==> src/rtl/fft_rx_pkg.sv <==
// Shared types for the RX FFT front end: sample word, write-sequencer states, bank states.
// Latency: n/a (declarations only).
// Backpressure: n/a.
package fft_rx_pkg;

    localparam int DATA_W_DEFAULT   = 32;
    localparam int N_POINTS_DEFAULT = 16;

    // One complex sample: I in the upper half, Q in the lower half.
    typedef logic signed [DATA_W_DEFAULT-1:0] sample_t;

    typedef enum logic [1:0] {
        IDLE,
        FILL,
        WAIT_BANK
    } wr_state_e;

    typedef enum logic {
        EMPTY,
        FULL
    } bank_state_e;

endpackage

==> src/rtl/fft16_bank_tracker.sv <==
// Two-bank occupancy tracker: FULL flags, read pointer and the frame offer to the FFT.
// Latency: a flag set at edge n is offered on frame_valid_o from edge n+1; a take frees the bank at the same edge.
// Backpressure: frame_valid_o holds until fft_ready_i; banks are offered strictly in alternating fill order.
module fft16_bank_tracker
    import fft_rx_pkg::*;
(
    input  logic       clk_i,
    input  logic       rst_n_i,
    input  logic       set_full_i,
    input  logic       set_bank_i,
    input  logic       fft_ready_i,
    output logic       frame_valid_o,
    output logic       rd_bank_o,
    output logic       take_o,
    output logic [1:0] bank_full_o
);

    bank_state_e bank_q [2];
    logic        rd_bank_q;
    logic        frame_valid_q;
    logic        take;

    // Handshake and flag decode for the write sequencer.
    always_comb begin
        take           = frame_valid_q && fft_ready_i;
        bank_full_o[0] = (bank_q[0] == FULL);
        bank_full_o[1] = (bank_q[1] == FULL);
    end

    // Offer uses flags as they stood before this edge: the bank just taken is never re-offered,
    // and a freshly completed bank is offered one cycle after its flag becomes visible.
    always_ff @(posedge clk_i or negedge rst_n_i) begin
        if (!rst_n_i) begin
            bank_q[0]     <= EMPTY;
            bank_q[1]     <= EMPTY;
            rd_bank_q     <= 1'b0;
            frame_valid_q <= 1'b0;
        end else begin
            if (set_full_i) begin
                bank_q[set_bank_i] <= FULL;
            end
            if (take) begin
                bank_q[rd_bank_q] <= EMPTY;
                rd_bank_q         <= !rd_bank_q;
                frame_valid_q     <= (bank_q[!rd_bank_q] == FULL);
            end else begin
                frame_valid_q     <= (bank_q[rd_bank_q] == FULL);
            end
        end
    end

    assign frame_valid_o = frame_valid_q;
    assign rd_bank_o     = rd_bank_q;
    assign take_o        = take;

endmodule

==> src/rtl/fft16_frame_ctrl.sv <==
// Loads sample pairs into a two-bank FFT input buffer, aligned on start-of-symbol, and offers full banks.
// Latency: write strobe/bank/addr/data 1 cycle after acceptance; frame offered 2 cycles after the final acceptance.
// Backpressure: o_ready drops while the next bank is still FULL; o_frame_valid holds until i_fft_ready.
module fft16_frame_ctrl
    import fft_rx_pkg::*;
#(
    parameter int  DOUBLE_DATA_WIDTH = DATA_W_DEFAULT,
    parameter int  N_POINTS          = N_POINTS_DEFAULT,
    localparam int ADDR_W            = $clog2(N_POINTS)
) (
    input  logic                         clk,
    input  logic                         i_rst_n,
    input  logic                         i_valid,
    input  logic                         i_sof,
    input  logic [DOUBLE_DATA_WIDTH-1:0] i1_data,
    input  logic [DOUBLE_DATA_WIDTH-1:0] i2_data,
    output logic                         o_ready,
    output logic                         o_wr_en,
    output logic                         o_wr_bank,
    output logic [ADDR_W-1:0]            o_wr_addr,
    output logic [DOUBLE_DATA_WIDTH-1:0] o_wr_data1,
    output logic [DOUBLE_DATA_WIDTH-1:0] o_wr_data2,
    output logic                         o_frame_valid,
    output logic                         o_rd_bank,
    input  logic                         i_fft_ready,
    output logic                         o_sof_err
);

    localparam logic [ADDR_W-1:0] LAST_ADDR = ADDR_W'(N_POINTS - 2);
    localparam logic [ADDR_W-1:0] ADDR_STEP = ADDR_W'(2);

    wr_state_e                    state_q;
    logic                         wr_bank_q;
    logic [ADDR_W-1:0]            addr_q;
    logic                         ready_q;
    logic                         wr_en_q;
    logic                         wr_bank_out_q;
    logic [ADDR_W-1:0]            wr_addr_q;
    logic [DOUBLE_DATA_WIDTH-1:0] wr_data1_q;
    logic [DOUBLE_DATA_WIDTH-1:0] wr_data2_q;
    logic                         sof_err_q;

    logic       accept;
    logic       wr_fire;
    logic       restart;
    logic       frame_done;
    logic       next_bank_free;
    logic       take;
    logic       rd_bank;
    logic       frame_valid;
    logic [1:0] bank_full;

    fft16_bank_tracker u_bank_tracker (
        .clk_i         (clk),
        .rst_n_i       (i_rst_n),
        .set_full_i    (frame_done),
        .set_bank_i    (wr_bank_q),
        .fft_ready_i   (i_fft_ready),
        .frame_valid_o (frame_valid),
        .rd_bank_o     (rd_bank),
        .take_o        (take),
        .bank_full_o   (bank_full)
    );

    // Acceptance decode; the bank after the current one counts as free if the FFT releases it this very edge.
    always_comb begin
        accept         = i_valid && ready_q;
        wr_fire        = accept && (i_sof || (state_q == FILL));
        restart        = accept && i_sof && (state_q == FILL);
        frame_done     = accept && !i_sof && (state_q == FILL) && (addr_q == LAST_ADDR);
        next_bank_free = !bank_full[!wr_bank_q] || (take && (rd_bank != wr_bank_q));
    end

    // Write sequencer with registered ready, write port and restart pulse.
    always_ff @(posedge clk or negedge i_rst_n) begin
        if (!i_rst_n) begin
            state_q       <= IDLE;
            wr_bank_q     <= 1'b0;
            addr_q        <= '0;
            ready_q       <= 1'b0;
            wr_en_q       <= 1'b0;
            wr_bank_out_q <= 1'b0;
            wr_addr_q     <= '0;
            wr_data1_q    <= '0;
            wr_data2_q    <= '0;
            sof_err_q     <= 1'b0;
        end else begin
            wr_en_q   <= wr_fire;
            sof_err_q <= restart;
            if (wr_fire) begin
                wr_bank_out_q <= wr_bank_q;
                wr_addr_q     <= i_sof ? '0 : addr_q;
                wr_data1_q    <= i1_data;
                wr_data2_q    <= i2_data;
            end

            case (state_q)
                IDLE: begin
                    ready_q <= 1'b1;
                    if (accept && i_sof) begin
                        state_q <= FILL;
                        addr_q  <= ADDR_STEP;
                    end
                end
                FILL: begin
                    if (accept) begin
                        if (i_sof) begin
                            // Partial frame abandoned; restart in place in the same bank.
                            addr_q <= ADDR_STEP;
                        end else if (addr_q == LAST_ADDR) begin
                            wr_bank_q <= !wr_bank_q;
                            addr_q    <= '0;
                            if (next_bank_free) begin
                                state_q <= IDLE;
                                ready_q <= 1'b1;
                            end else begin
                                state_q <= WAIT_BANK;
                                ready_q <= 1'b0;
                            end
                        end else begin
                            addr_q <= addr_q + ADDR_STEP;
                        end
                    end
                end
                WAIT_BANK: begin
                    if (!bank_full[wr_bank_q]) begin
                        state_q <= IDLE;
                        ready_q <= 1'b1;
                    end
                end
                default: begin
                    state_q <= IDLE;
                    ready_q <= 1'b0;
                end
            endcase
        end
    end

    assign o_ready       = ready_q;
    assign o_wr_en       = wr_en_q;
    assign o_wr_bank     = wr_bank_out_q;
    assign o_wr_addr     = wr_addr_q;
    assign o_wr_data1    = wr_data1_q;
    assign o_wr_data2    = wr_data2_q;
    assign o_sof_err     = sof_err_q;
    assign o_frame_valid = frame_valid;
    assign o_rd_bank     = rd_bank;

endmodule

==> config.mk <==
export PLATFORM = sky130hd
export DESIGN_NAME = fft16_frame_ctrl
export DESIGN_NICKNAME = d
export VERILOG_FILES = /design/src/rtl/fft_rx_pkg.sv /design/src/rtl/fft16_bank_tracker.sv /design/src/rtl/fft16_frame_ctrl.sv
export SDC_FILE = /design/constraint.sdc
export NUM_CORES = 1
export LEC_CHECK = 0
export CAP_MARGIN = 20
export CORE_MARGIN = 5
export CORE_UTILIZATION = 45
export DETAILED_ROUTE_END_ITERATION = 10
export GPL_ROUTABILITY_DRIVEN = 0
export PLACE_DENSITY = 0.95
export SLEW_MARGIN = 10
export SYNTH_ARGS = -nofsm -noshare
export SYNTH_HDL_FRONTEND = slang
export SYNTH_HIERARCHICAL = 1
export SYNTH_SLANG_ARGS = --single-unit
export TNS_END_PERCENT = 5
==> constraint.sdc <==
create_clock -name clk -period 3.54 [get_ports clk]
set_input_delay 0.354 -clock clk [delete_from_list [all_inputs] [get_ports clk]]
set_output_delay 0.354 -clock clk [all_outputs]
set_load 0.05 [all_outputs]
## Yosys cells after proc, flatten, opt, wreduce, memory -nomap -nowiden

Cells that the tools add are included.

- Flip-flop bits (word level): 83

- Add/subtract/negate cells: 1
- Order comparisons: 7
- Equality and inequality tests: 9
- Multiplexer cells: 36
- Bitwise logic cells: 7
- Reductions and logical operators: 23

Operators by type and width:

| kind | count |
|---|---|
| two-way mux 4 bit | 5 |
| two-way mux 1 bit | 18 |
| two-way mux 2 bit | 8 |
| logical AND 1 bit | 11 |
| != test 2 bit, second input constant | 4 |
| case mux 4 bit (2 select lines) | 1 |
| AND reduction 4 bit | 2 |
| >= comparator 2 bit, second input constant | 3 |
| inverter 1 -> 2 bit | 3 |
| case mux 2 bit (3 select lines) | 1 |
| AND reduction 5 bit | 1 |
| adder 4 x 2 -> 4 bit, second input constant | 1 |
| equality test 4 bit, second input constant | 1 |
| logical NOT 1 bit | 4 |
| less-than comparator 1 x 2 -> 1 bit, second input constant | 2 |
| less-than comparator 2 x 1 -> 1 bit, second input constant | 2 |
| case mux 1 bit (3 select lines) | 1 |
| AND reduction 3 bit | 1 |
| AND 2 bit | 1 |
| demux 1 bit (select 1 bit) | 2 |
| equality test 2 x 1 -> 1 bit, second input constant | 1 |
| equality test 2 bit, second input constant | 1 |
| logical NOT 2 bit | 1 |
| logical OR 1 bit | 2 |
| 6 further kinds | 6 |

## Longest topological paths before layout

- Depth after elaboration: 10
- Depth in mapped cells: 6
- Mapped depth without buffers: 6

## Hierarchy

Netlist, hierarchy kept.

Modules (own cells, without submodules):

| module | times used | cells each | area each (um2) |
|---|---|---|---|
| fft16_frame_ctrl | 1 | 199 | 3,150.5 |
| fft16_bank_tracker | 1 | 12 | 155.1 |

## Worst setup path before layout

No wires, ideal clock.

- Path type: register to register
- Start point: reg ready_q, in the netlist o_ready
- End point: reg wr_data1_q[15], in the netlist o_wr_data1[15]
- Data arrival time: 1.690 ns
- Data required time: 3.415 ns
- Path slack: 1.725 ns
- Stages on the path, launching flop included: 6
- Buffers on the path: 2
- Cell sequence: dfrtp_1 -> nand2_1 -> a21o_1 -> buf_6 -> buf_6 -> mux2_4

- Cells in the longest elaborated chain, start to end: 2

RTL lines:

| element | line | text |
|---|---|---|
| from (decl) | fft16_frame_ctrl.sv:35 | `logic ready_q;` |
| from (signal assigned) | fft16_frame_ctrl.sv:80 | `ready_q <= 1'b0;` |
| from (signal assigned) | fft16_frame_ctrl.sv:99 | `ready_q <= 1'b1;` |
| from (signal assigned) | fft16_frame_ctrl.sv:115 | `ready_q <= 1'b1;` |
| logical AND 1 bit | fft16_frame_ctrl.sv:67 | `accept = i_valid && ready_q;` |
| logical AND 1 bit | fft16_frame_ctrl.sv:68 | `wr_fire = accept && (i_sof \|\| (state_q == FILL));` |
| to (signal assigned) | fft16_frame_ctrl.sv:93 | `wr_data1_q <= i1_data;` |
| to (decl) | fft16_frame_ctrl.sv:39 | `logic [DOUBLE_DATA_WIDTH-1:0] wr_data1_q;` |

No other way between the ends.
A chain may end at the register's enable or synchronous reset.

## Final worst setup path

- Start point: reg u_bank_tracker.rd_bank_q, in the netlist u_bank_tracker/rd_bank_o
- End point: out o_rd_bank

RTL lines:

| element | line | text |
|---|---|---|
| from (decl) | fft16_bank_tracker.sv:19 | `logic rd_bank_q;` |
| from (signal assigned) | fft16_bank_tracker.sv:44 | `rd_bank_q <= !rd_bank_q;` |
| to (decl) | fft16_frame_ctrl.sv:24 | `output logic o_rd_bank,` |

No word-level cell between the ends.

==> impl_metrics.ini <==
[floorplanning]
die_y_um = 95.7
start_util = 0.458
die_area_mm2 = 0.00916
core-area_mm2 = 0.00721
io_pins = 143
rows = 31
die_x_um = 95.7

[synth]
ys_ff_latch = 82
yosys-top-cells-area = dfrtp_1, mux2_2, mux2_4
synth_cells = 211
ys_seq_area_frac = 0.621
synth_area_mm2 = 0.00331
yosys.area.top_type_share = 0.621
synth_largest_area_cell = dfrtp_1
syn_avg_cell_area_um2 = 15.7
yosysWarnings = 6
synth_nets = 281
synth.distinct_cells = 32

[cts]
cts_buffers = 9
post_cts_buffers = 0
cts_buffer_depth = 2
clock_latency_ps = 340
cts_tree = yes
cts_root_buf = clkbuf_8
htreeDepth = 3
clkSlewWorstSetupHoldPaths_ps = 90
clock-sinks = 82

[layout]
syn2layout_area_growth_pct = 53.9
fin_nets = 429
layout_commonest_cell = clkdlybuf4s50_1
drive_gt1_frac = 0.245
n_antenna_cell = 0
layout_common_cells = clkdlybuf4s50_1, dfrtp_1, mux2_2, mux2_4, clkbuf_8
utilization = 0.705

[critical_path]
crit_arrival_ps = 1640
crit_path_top_delay_cell = clkdlybuf4s50_1
slowest_delay_ps = 860
crit_type = flip-flop to primary output
startpoint_type = flip-flop
endpoint_kind = primary output
crit_buf_inv = 1
critPathTopFamily = buffers and inverters
worstPathCellList = clkdlybuf4s50_1
crit_fanout = 6
worstPathRequired_ps = 3190

[worst_hold_path]
hold_class = input port to asynchronous set/reset pin

[run_status]
status = complete, no violations

[route]
drc = 0
ant_nets = 0
routed_via_density = 4.90
drt-total-wl_um = 7990
drt-initial-drc-count = 53
route.detailed.wl_per_inst_um = 17.3
vias = 2262
dr.pass1.iters = 4

[timing]
hold_violations = 0
fin_crit_sh = 0.563
final.setup.worst_slack_ps = 1550
final-setup-viol-count = 0
relSlewSlack = 0.602
fmax_mhz = 502
slew_viol_final = 0
worst_slew_pin_slew_ps = 591
rsz0062_at_grt = false
fin_skew_ps = 11.8
tns_ps = 0
layout_min_cycle_time_ps = 1990

[global_routing]
grt_overflow = 0
grt_use_total = 0.173
antenna_found_initial = 0
grt_pass1_wl_um = 12000
first_global_vias = 2422
grt_max_degree = 83

[power_and_ir_drop]
ir_drop_v = 0.000351
leakagePower_nw = 2.21
power.density_mw_per_mm2 = 587

[placement]
place_ws_ps = 1310
post-dp-hpwl_um = 5830
portBuffers = 142

[job]
cap_violations = 0
==> per-layer routing <==
metal / global-route usage / routed length, um / vias up
met5: 0 / 0 / -
met1: 0.195 / 3070 / 1118
met3: 0.0657 / 702 / 8
met2: 0.301 / 4130 / 100
li1: - / - / 1036
met4: 0.0557 / 89 / 0
==> cell families (layout without fill, tap and decap cells) <==
kind of cell	count (synthesis)	in the layout	synth area share
flops	82	82	0.621
xor+xnor	2	2	0.00530
fa+ha+maj	1	1	0.00378
mux	68	68	0.263
compound gates	21	21	0.0413
buf+inv	11	163	0.0231
simple gates	26	26	0.0424
==> power breakdown <==
group | switching (mW) | internal (mW)
sequential | 0.106 | 1.07
combinational | 0.587 | 0.419
clock | 0.321 | 0.483
total | 1.01 | 1.97
==> synthesized netlist by cell type (all sizes together) <==
cell,number
dfrtp,82
mux2,68
nand2,9
buf,8
o21ai,6
a21oi,5
nor2,4
a22oi,3
inv,3
nand2b,3
nor2b,3
a22o,2
nand3,2
a21o,1
a32oi,1
and2,1
ha,1
nor3,1
nor3b,1
nor4,1
o21bai,1
o22a,1
o2bb2ai,1
or3b,1
xnor2,1
xor2,1
==> cell type report <==
class,count,area [um^2]
Clock buffer,10,138
Clock inverter,5,103
Fill cell,522,2130
Inverter,3,11.3
Multi-Input combinational cell,118,1180
Sequential cell,82,2050
Tap cell,99,124
Timing Repair Buffer,145,1480
==> flip-flops by register name, indices dropped and copies added (netlist names) <==
signal and cells:
addr_q 3, o_sof_err 1, wr_bank_q 1, o_ready 1, u_bank_tracker/rd_bank_o 1, o_wr_bank 1
u_bank_tracker/bank_full_o 2, o_wr_data1 32, o_wr_en 1, state_q 2, o_wr_data2 32, u_bank_tracker/frame_valid_o 1
o_wr_addr 4
==> timing repair <==
| action | CTS | global route |
|---|---|---|
| resized for setup | 0 | 0 |
| hold buffers | 0 | 1 |
| hold endpoints to repair | 0 | 16 |
==> path summary, 6_finish.rpt <==
kind	start	end	slack, ps	depth (start not counted)
worst min-delay path	i_rst_n	o_wr_data1[25]$_DFFE_PN0P_	420	2
worst max-delay path	u_bank_tracker/rd_bank_o$_DFFE_PN0P_	o_rd_bank	1550	1
worst min register to register	o_wr_data2[25]$_DFFE_PN0P_	o_wr_data2[25]$_DFFE_PN0P_	510	1
worst max register to register	state_q[1]$_DFFE_PN0P_	o_wr_data2[15]$_DFFE_PN0P_	1690	4
min in group clk	o_wr_data2[25]$_DFFE_PN0P_	o_wr_data2[25]$_DFFE_PN0P_	510	1
max in group asynchronous	i_rst_n	addr_q[3]$_DFFE_PN0P_	2510	3
==> stage by stage <==
| stage | cell area, um^2 | hold WS (ps) | power (mW) | cells |
|---|---|---|---|---|
| 6_report | 5090 | 420 | 2.99 | 462 |
| 5_1_grt | 5090 | 422 | 3.12 | 462 |
| 4_1_cts | 5050 | 219 | 3.01 | 460 |
| 3_5_place_dp | 4810 | 488 | 2.20 | 445 |
| 3_3_place_gp | 4810 | 469 | 2.17 | 445 |
| 2_1_floorplan | 3310 | 58.4 | 1.81 | 211 |
No activity file was read; power rests on OpenSTA's default activity.
